<file path="config.mk">
export PLATFORM = sky130hd
export DESIGN_NAME = va_ovc_ctrl
export DESIGN_NICKNAME = d
export VERILOG_FILES = /design/src/rtl/va_ovc_ctrl.sv
export SDC_FILE = /design/constraint.sdc
export NUM_CORES = 2
export LEC_CHECK = 0
export ABC_AREA = 1
export BUFFER_PORTS_ARGS = -buffer_cell sky130_fd_sc_hd__buf_4
export CAP_MARGIN = 0
export CORE_AREA = 2 2 451 453
export CTS_CLUSTER_SIZE = 40
export DETAILED_ROUTE_END_ITERATION = 7
export DIE_AREA = 0 0 453 455
export PLACE_DENSITY = 0.46
export REMOVE_ABC_BUFFERS = 1
export SYNTH_ARGS = -nofsm -noshare
export SYNTH_HDL_FRONTEND = slang
export SYNTH_SLANG_ARGS = --single-unit
</file>
<file path="constraint.sdc">
create_clock -name clk -period 10.05 [get_ports clk]
set_input_delay 1.005 -clock clk [delete_from_list [all_inputs] [get_ports clk]]
set_output_delay 1.005 -clock clk [all_outputs]
set_load 0.05 [all_outputs]
</file>
<file path="src/rtl/va_ovc_ctrl.sv">
// va_ovc_ctrl: output-VC state controller in front of the VC allocator.
// Turns per-input-VC route requests into one-hot output-VC requests, consumes
// the allocator grants, and tracks owner, credits and life-cycle of every
// output VC until it can be handed out again.
//
// Ports:
//   clk, rstn          clock, synchronous active-low reset
//   req_valid[NV]      input VC i has a head flit needing an output VC
//   req_port[NV*N]     one-hot routed output port per input VC
//   reqVC_flat         one-hot output-VC request per input VC (combinational)
//   grantVC_flat       allocator grants, same layout as reqVC_flat
//   alloc_valid[NV]    one-cycle pulse: input VC i was allocated
//   alloc_ovc[NV*IW]   allocated output VC index per input VC
//   flit_sent[NV]      flit departed on output VC o (consumes a credit)
//   tail_sent[NV]      that departing flit is a tail
//   credit_ret[NV]     downstream freed one slot of output VC o
//   ovc_free[NV]       output VC o is idle
//   ovc_credit_ok[NV]  output VC o has at least one credit
//   err                sticky protocol error
module va_ovc_ctrl #(
  parameter int N     = 5,
  parameter int V     = 4,
  parameter int DEPTH = 4,
  parameter int IW    = $clog2(N * V)
) (
  input  logic                 clk,
  input  logic                 rstn,
  input  logic [N*V-1:0]       req_valid,
  input  logic [N*V*N-1:0]     req_port,
  output logic [N*V*N*V-1:0]   reqVC_flat,
  input  logic [N*V*N*V-1:0]   grantVC_flat,
  output logic [N*V-1:0]       alloc_valid,
  output logic [N*V*IW-1:0]    alloc_ovc,
  input  logic [N*V-1:0]       flit_sent,
  input  logic [N*V-1:0]       tail_sent,
  input  logic [N*V-1:0]       credit_ret,
  output logic [N*V-1:0]       ovc_free,
  output logic [N*V-1:0]       ovc_credit_ok,
  output logic                 err
);

  localparam int NV = N * V;
  localparam int CW = $clog2(DEPTH + 1);
  localparam logic [CW-1:0] CNT_FULL = CW'(DEPTH);
  localparam logic [CW-1:0] CNT_ONE  = CW'(1);

  typedef enum logic [1:0] {
    OVC_IDLE   = 2'd0,
    OVC_ACTIVE = 2'd1,
    OVC_DRAIN  = 2'd2
  } ovc_state_e;

  ovc_state_e        state_r [NV];
  ovc_state_e        state_s [NV];
  logic [CW-1:0]     cnt_r   [NV];
  logic [CW-1:0]     cnt_s   [NV];
  logic [IW-1:0]     owner_r [NV];
  logic [IW-1:0]     owner_s [NV];
  logic [NV-1:0]     hold_r, hold_s;
  logic [NV-1:0]     alloc_valid_r, alloc_valid_s;
  logic [NV*IW-1:0]  alloc_ovc_r, alloc_ovc_s;
  logic              err_r, err_s;

  logic [NV-1:0]     idle_s;
  logic [NV-1:0]     req_s [NV];
  logic [NV-1:0]     flit_ok_s, tail_ok_s, cred_ok_s, taken_s;
  logic              ev_err_s, grant_err_s;

  function automatic logic is_onehot(input logic [N-1:0] x);
    return (x != '0) && ((x & (x - N'(1))) == '0);
  endfunction

  // Lowest idle VC on the (one-hot) routed port, as a one-hot NV vector.
  function automatic logic [NV-1:0] pick_lowest_idle(input logic [N-1:0] port,
                                                     input logic [NV-1:0] idle);
    logic [NV-1:0] r;
    logic          found;
    r     = '0;
    found = 1'b0;
    for (int p = 0; p < N; p++) begin
      for (int v = 0; v < V; v++) begin
        if (port[p] && idle[p*V+v] && !found) begin
          r[p*V+v] = 1'b1;
          found    = 1'b1;
        end else begin
          r[p*V+v] = r[p*V+v];
        end
      end
    end
    return r;
  endfunction

  // Status decodes of the registered per-output-VC state.
  always_comb begin
    idle_s        = '0;
    ovc_credit_ok = '0;
    for (int o = 0; o < NV; o++) begin
      idle_s[o]        = (state_r[o] == OVC_IDLE);
      ovc_credit_ok[o] = (cnt_r[o] != '0);
    end
    ovc_free = idle_s;
  end

  // One-hot request generation; a holding input or a bad route requests nothing.
  always_comb begin
    reqVC_flat = '0;
    for (int i = 0; i < NV; i++) begin
      if (req_valid[i] && !hold_r[i] && is_onehot(req_port[i*N +: N])) begin
        req_s[i] = pick_lowest_idle(req_port[i*N +: N], idle_s);
      end else begin
        req_s[i] = '0;
      end
      reqVC_flat[i*NV +: NV] = req_s[i];
    end
  end

  // Qualify flit/tail/credit events; illegal ones are flagged and dropped.
  always_comb begin
    flit_ok_s = '0;
    tail_ok_s = '0;
    cred_ok_s = '0;
    ev_err_s  = 1'b0;
    for (int o = 0; o < NV; o++) begin
      if (flit_sent[o]) begin
        if (state_r[o] != OVC_ACTIVE) begin
          ev_err_s = 1'b1;
        end else if ((cnt_r[o] == '0) && !credit_ret[o]) begin
          ev_err_s = 1'b1;
        end else begin
          flit_ok_s[o] = 1'b1;
        end
      end else if (tail_sent[o]) begin
        // A tail is only meaningful together with its departing flit.
        ev_err_s = 1'b1;
      end else begin
        flit_ok_s[o] = 1'b0;
      end
      tail_ok_s[o] = flit_ok_s[o] & tail_sent[o];
      if (credit_ret[o]) begin
        // A credit is only legal at full when a real flit leaves in the same cycle.
        if ((cnt_r[o] == CNT_FULL) && !flit_ok_s[o]) begin
          ev_err_s = 1'b1;
        end else begin
          cred_ok_s[o] = 1'b1;
        end
      end else begin
        cred_ok_s[o] = 1'b0;
      end
    end
  end

  // Next-state: grants, credit counters, life-cycle transitions and error latch.
  always_comb begin
    state_s       = state_r;
    cnt_s         = cnt_r;
    owner_s       = owner_r;
    hold_s        = hold_r;
    alloc_valid_s = '0;
    alloc_ovc_s   = alloc_ovc_r;
    taken_s       = '0;
    grant_err_s   = 1'b0;

    for (int i = 0; i < NV; i++) begin
      for (int o = 0; o < NV; o++) begin
        if (grantVC_flat[i*NV+o]) begin
          // taken_s catches a second grant to the same VC in one cycle.
          if (!req_s[i][o] || (state_r[o] != OVC_IDLE) || taken_s[o]) begin
            grant_err_s = 1'b1;
          end else begin
            taken_s[o]                 = 1'b1;
            state_s[o]                 = OVC_ACTIVE;
            owner_s[o]                 = IW'(i);
            hold_s[i]                  = 1'b1;
            alloc_valid_s[i]           = 1'b1;
            alloc_ovc_s[i*IW +: IW]    = IW'(o);
          end
        end else begin
          taken_s[o] = taken_s[o];
        end
      end
    end

    for (int o = 0; o < NV; o++) begin
      if (flit_ok_s[o] && !cred_ok_s[o]) begin
        cnt_s[o] = cnt_r[o] - CNT_ONE;
      end else if (cred_ok_s[o] && !flit_ok_s[o]) begin
        cnt_s[o] = cnt_r[o] + CNT_ONE;
      end else begin
        cnt_s[o] = cnt_r[o];
      end

      case (state_r[o])
        OVC_IDLE: begin
          // Leaving IDLE is handled by the grant loop above.
        end
        OVC_ACTIVE: begin
          if (tail_ok_s[o]) begin
            state_s[o] = (cnt_s[o] == CNT_FULL) ? OVC_IDLE : OVC_DRAIN;
            for (int i = 0; i < NV; i++) begin
              if (owner_r[o] == IW'(i)) begin
                hold_s[i] = 1'b0;
              end else begin
                hold_s[i] = hold_s[i];
              end
            end
          end else begin
            state_s[o] = OVC_ACTIVE;
          end
        end
        OVC_DRAIN: begin
          if (cnt_s[o] == CNT_FULL) begin
            state_s[o] = OVC_IDLE;
          end else begin
            state_s[o] = OVC_DRAIN;
          end
        end
        default: begin
          state_s[o] = OVC_IDLE;
        end
      endcase
    end

    err_s = err_r | grant_err_s | ev_err_s;
  end

  // State registers with synchronous reset; reset drops every allocation.
  always_ff @(posedge clk) begin
    if (!rstn) begin
      for (int o = 0; o < NV; o++) begin
        state_r[o] <= OVC_IDLE;
        cnt_r[o]   <= CNT_FULL;
        owner_r[o] <= '0;
      end
      hold_r        <= '0;
      alloc_valid_r <= '0;
      alloc_ovc_r   <= '0;
      err_r         <= 1'b0;
    end else begin
      state_r       <= state_s;
      cnt_r         <= cnt_s;
      owner_r       <= owner_s;
      hold_r        <= hold_s;
      alloc_valid_r <= alloc_valid_s;
      alloc_ovc_r   <= alloc_ovc_s;
      err_r         <= err_s;
    end
  end

  assign alloc_valid = alloc_valid_r;
  assign alloc_ovc   = alloc_ovc_r;
  assign err         = err_r;

endmodule

</file>
==> impl_metrics.toml <==
[clock_network]
clk_latency_ns = 0.74
root_buffer = "clkbuf_16"
cts_tree = "done"
cts_setup_buffers = 0
numCtsBuffers = 52
clock_path_buffers = 3
h-tree-depth = 2
cts_num_sinks = 341
clk_pin_slew_ns = 0.07
holdBufCountCts = 0
cts_resized = 0

[power]
pwr-share-seq_pct = 28.0
power.share.switching_pct = 39.9
p_clk_share_pct = 43.3
ir_drop_mv = 0.135
p_sw_mw = 2.05
p_per_area_mw_per_mm2 = 83.7
leakage_nw = 32.3
power_frac_comb_pct = 28.7
p_int_mw = 3.09
p_total_mw = 5.14

[die]
start_util_pct = 23.0
die_w_um = 453
row_count = 165
design.core.area_mm2 = 0.201
dieHeight_um = 455
ios = 1143
dieArea_mm2 = 0.206

[worst_setup_path]
worst_setup_path_end_kind = "flip-flop"
cp_common_cell = "nor2_1"
worstSetupPathType = "reg -> reg"
cp-start-kind = "flip-flop"
slowest_delay_ns = 0.73
crit_required_ns = 10.64
crit_slowest_cell = "a221oi_1"
reg2regPathDepth = 27
r2r-start = "state_r[39]"
crit_fanout = 13
r2r_slack_ns = 1.99
arrival_ns = 8.65
r2r-end = "err"

[sta]
period_share_pct = 80.2
max_freq_mhz = 124
report.final.slew_viol_count = 3
min_period_ns = 8.06
worst_pin_slew_ns = 1.57
slew-limit-headroom_pct = -5.84
setup_slack_ns = 1.99
final_hold_viol_count = 0
setup_viol = 0
skew_ns = 0.0459
fin_tns_setup_ns = 0
rsz0062_at_grt = "false"

[cells_and_area]
fillers = 23400
fin_util_pct = 30.5
design_area_mm2 = 0.0614
syn_to_final_growth_pct = 32.5
fin_nets = 10600
drive_gt1_share_pct = 18.8

[place]
io_buffers = 1142
dp.final_hpwl_um = 447000
placed_cell_area_mm2 = 0.0593
gp_congestion = 1.14
place_ws_ns = 2.48

[min_path]
min_to = "hold_r[15]"
holdCritPathClass = "reg -> reg"
min-delay-start = "hold_r[15]"
hold_path_depth = 2

[routing]
dr_total_vias = 73500
drt_iter0_markers = 10000
vias_per_cell = 5.77
wl_per_cell_um = 40.0
routed_wl_um = 510000
dr.pass1.iters = 8
final_antenna_net_count = 0
drc = 5

[synthesis]
syn_area_mm2 = 0.0463
synthArstFlopShare_pct = 0
synth.distinct_cells = 84
ys_seq_elements = 341
ys.warnings.count = 0
yosysSeqAreaShare_pct = 14.7
netlist_top_cells_area = "nand2_1 16%, dfxtp_1 15%, inv_1 14%, nor2_1 12%, nand3_1 6.1%"
synthFlopType = "dfxtp_1"
avgSynthCellArea_um2 = 5.33
synth_edf_count = 0
yosys.area.top_type = "nand2_1"
yosys-top-cells-count = "1981 x nand2_1, 1699 x inv_1, 1420 x nor2_1"
synthCells = 8680
synth_most_common_cell = "nand2_1"
synth_top_area_share_pct = 16.1

[grt]
grt_overflow = 0
grt_pass1_vias = 67300
grtUsageTotal_pct = 47.0
antenna_found_initial = 80
grt_start_max_net_pins = 50
grt_pass1_wl_um = 643000

[run_status]
status = "complete, but fails checks"
failed_checks = "design-rule violations, max-capacitance violations, max-slew violations"

[job]
cap_violations = 2
-- layer usage --
metal | part of all wire [%] | global-route usage [%] | wire length, µm
met5 | 0.055 | 0 | 280
met1 | 39 | 57.5 | 199000
met4 | 9.7 | 38.2 | 49300
met2 | 42 | 70.6 | 213000
met3 | 9.5 | 10.5 | 48600
-- per-stage QoR --
step / instances / hold WS (ns)
floorplan: 8588 / 0.422
global placement: 12600 / 0.448
detailed placement: 12600 / 0.447
CTS: 12700 / 0.468
global route: 12700 / 0.486
finish: 12700 / 0.470
-- cells in the final DEF (no fill, tap or decap), types with 27 or more instances in the layout --
cell type and instances:
nand2_2 81, a311oi_1 32, o31ai_1 27, buf_4 1328
a21oi_1 315, nor4_1 157, xor2_1 46, inv_1 1697
o211ai_1 28, nor4_2 32, diode_2 45, a21boi_0 29
o21ai_0 481, ha_1 60, nand2_4 27, a211oi_1 32
a31oi_1 112, nor2_2 80, nand2_1 1980, clkbuf_16 53
dfxtp_1 341, inv_2 51, o2111ai_1 31, nor2_4 77
nor2_1 1419, nor3_1 299, nand4_1 234, o22ai_1 29
nand3_1 560
-- final cells by class --
class	count	area, µm²	share of cell area (%)
sequential	341	6830	11.1
multi-input combinational	6489	32500	53.0
clock buffer	72	1520	2.47
inverter	1758	6620	10.8
timing repair buffer	1331	10000	16.3
antenna	45	113	0.184
tap	2672	3340	5.45
clock inverter	26	433	0.706
-- registers in the layout, indices dropped and copies added (netlist names) --
signal,count
alloc_ovc,100
owner_r,100
cnt_r,60
state_r,40
alloc_valid,20
hold_r,20
err,1
-- power groups by stage --
stage	combinational [mW]	clock (mW)	sequential, mW
global route	1.51	2.26	1.44
finish	1.47	2.23	1.44
global placement	1.40	0	1.46
detailed placement	1.41	0	1.46
floorplan	0.587	0	1.46
CTS	1.41	2.23	1.43
-- critical path: cells and delay by family, from the launching register on --
kind	cells	cell delay [ns]
buf+inv	5	1.07
simple gates	20	5.28
flops	1	0.40
compound gates	2	1.12
-- how the worst max path moves through the flow --
stage | endpoint | start
6_report | err | state_r[39]
2_1_floorplan | alloc_valid[19] | state_r[23]
5_1_grt | err | state_r[38]
4_1_cts | err | state_r[39]
3_3_place_gp | err | req_port[16]
3_5_place_dp | err | req_port[16]
-- cells by family (layout without fill, tap and decap cells) --
logic type,count (synthesis),in the layout,synth area share [%]
simple gates,5059,5059,49.8
buf+inv,1850,3187,15.5
compound gates,1324,1324,17.5
flops,341,341,14.7
fa+ha+maj,60,60,1.62
xor+xnor,46,46,0.870
other cells,0,45,0
Power figures use the tool's default switching activity.
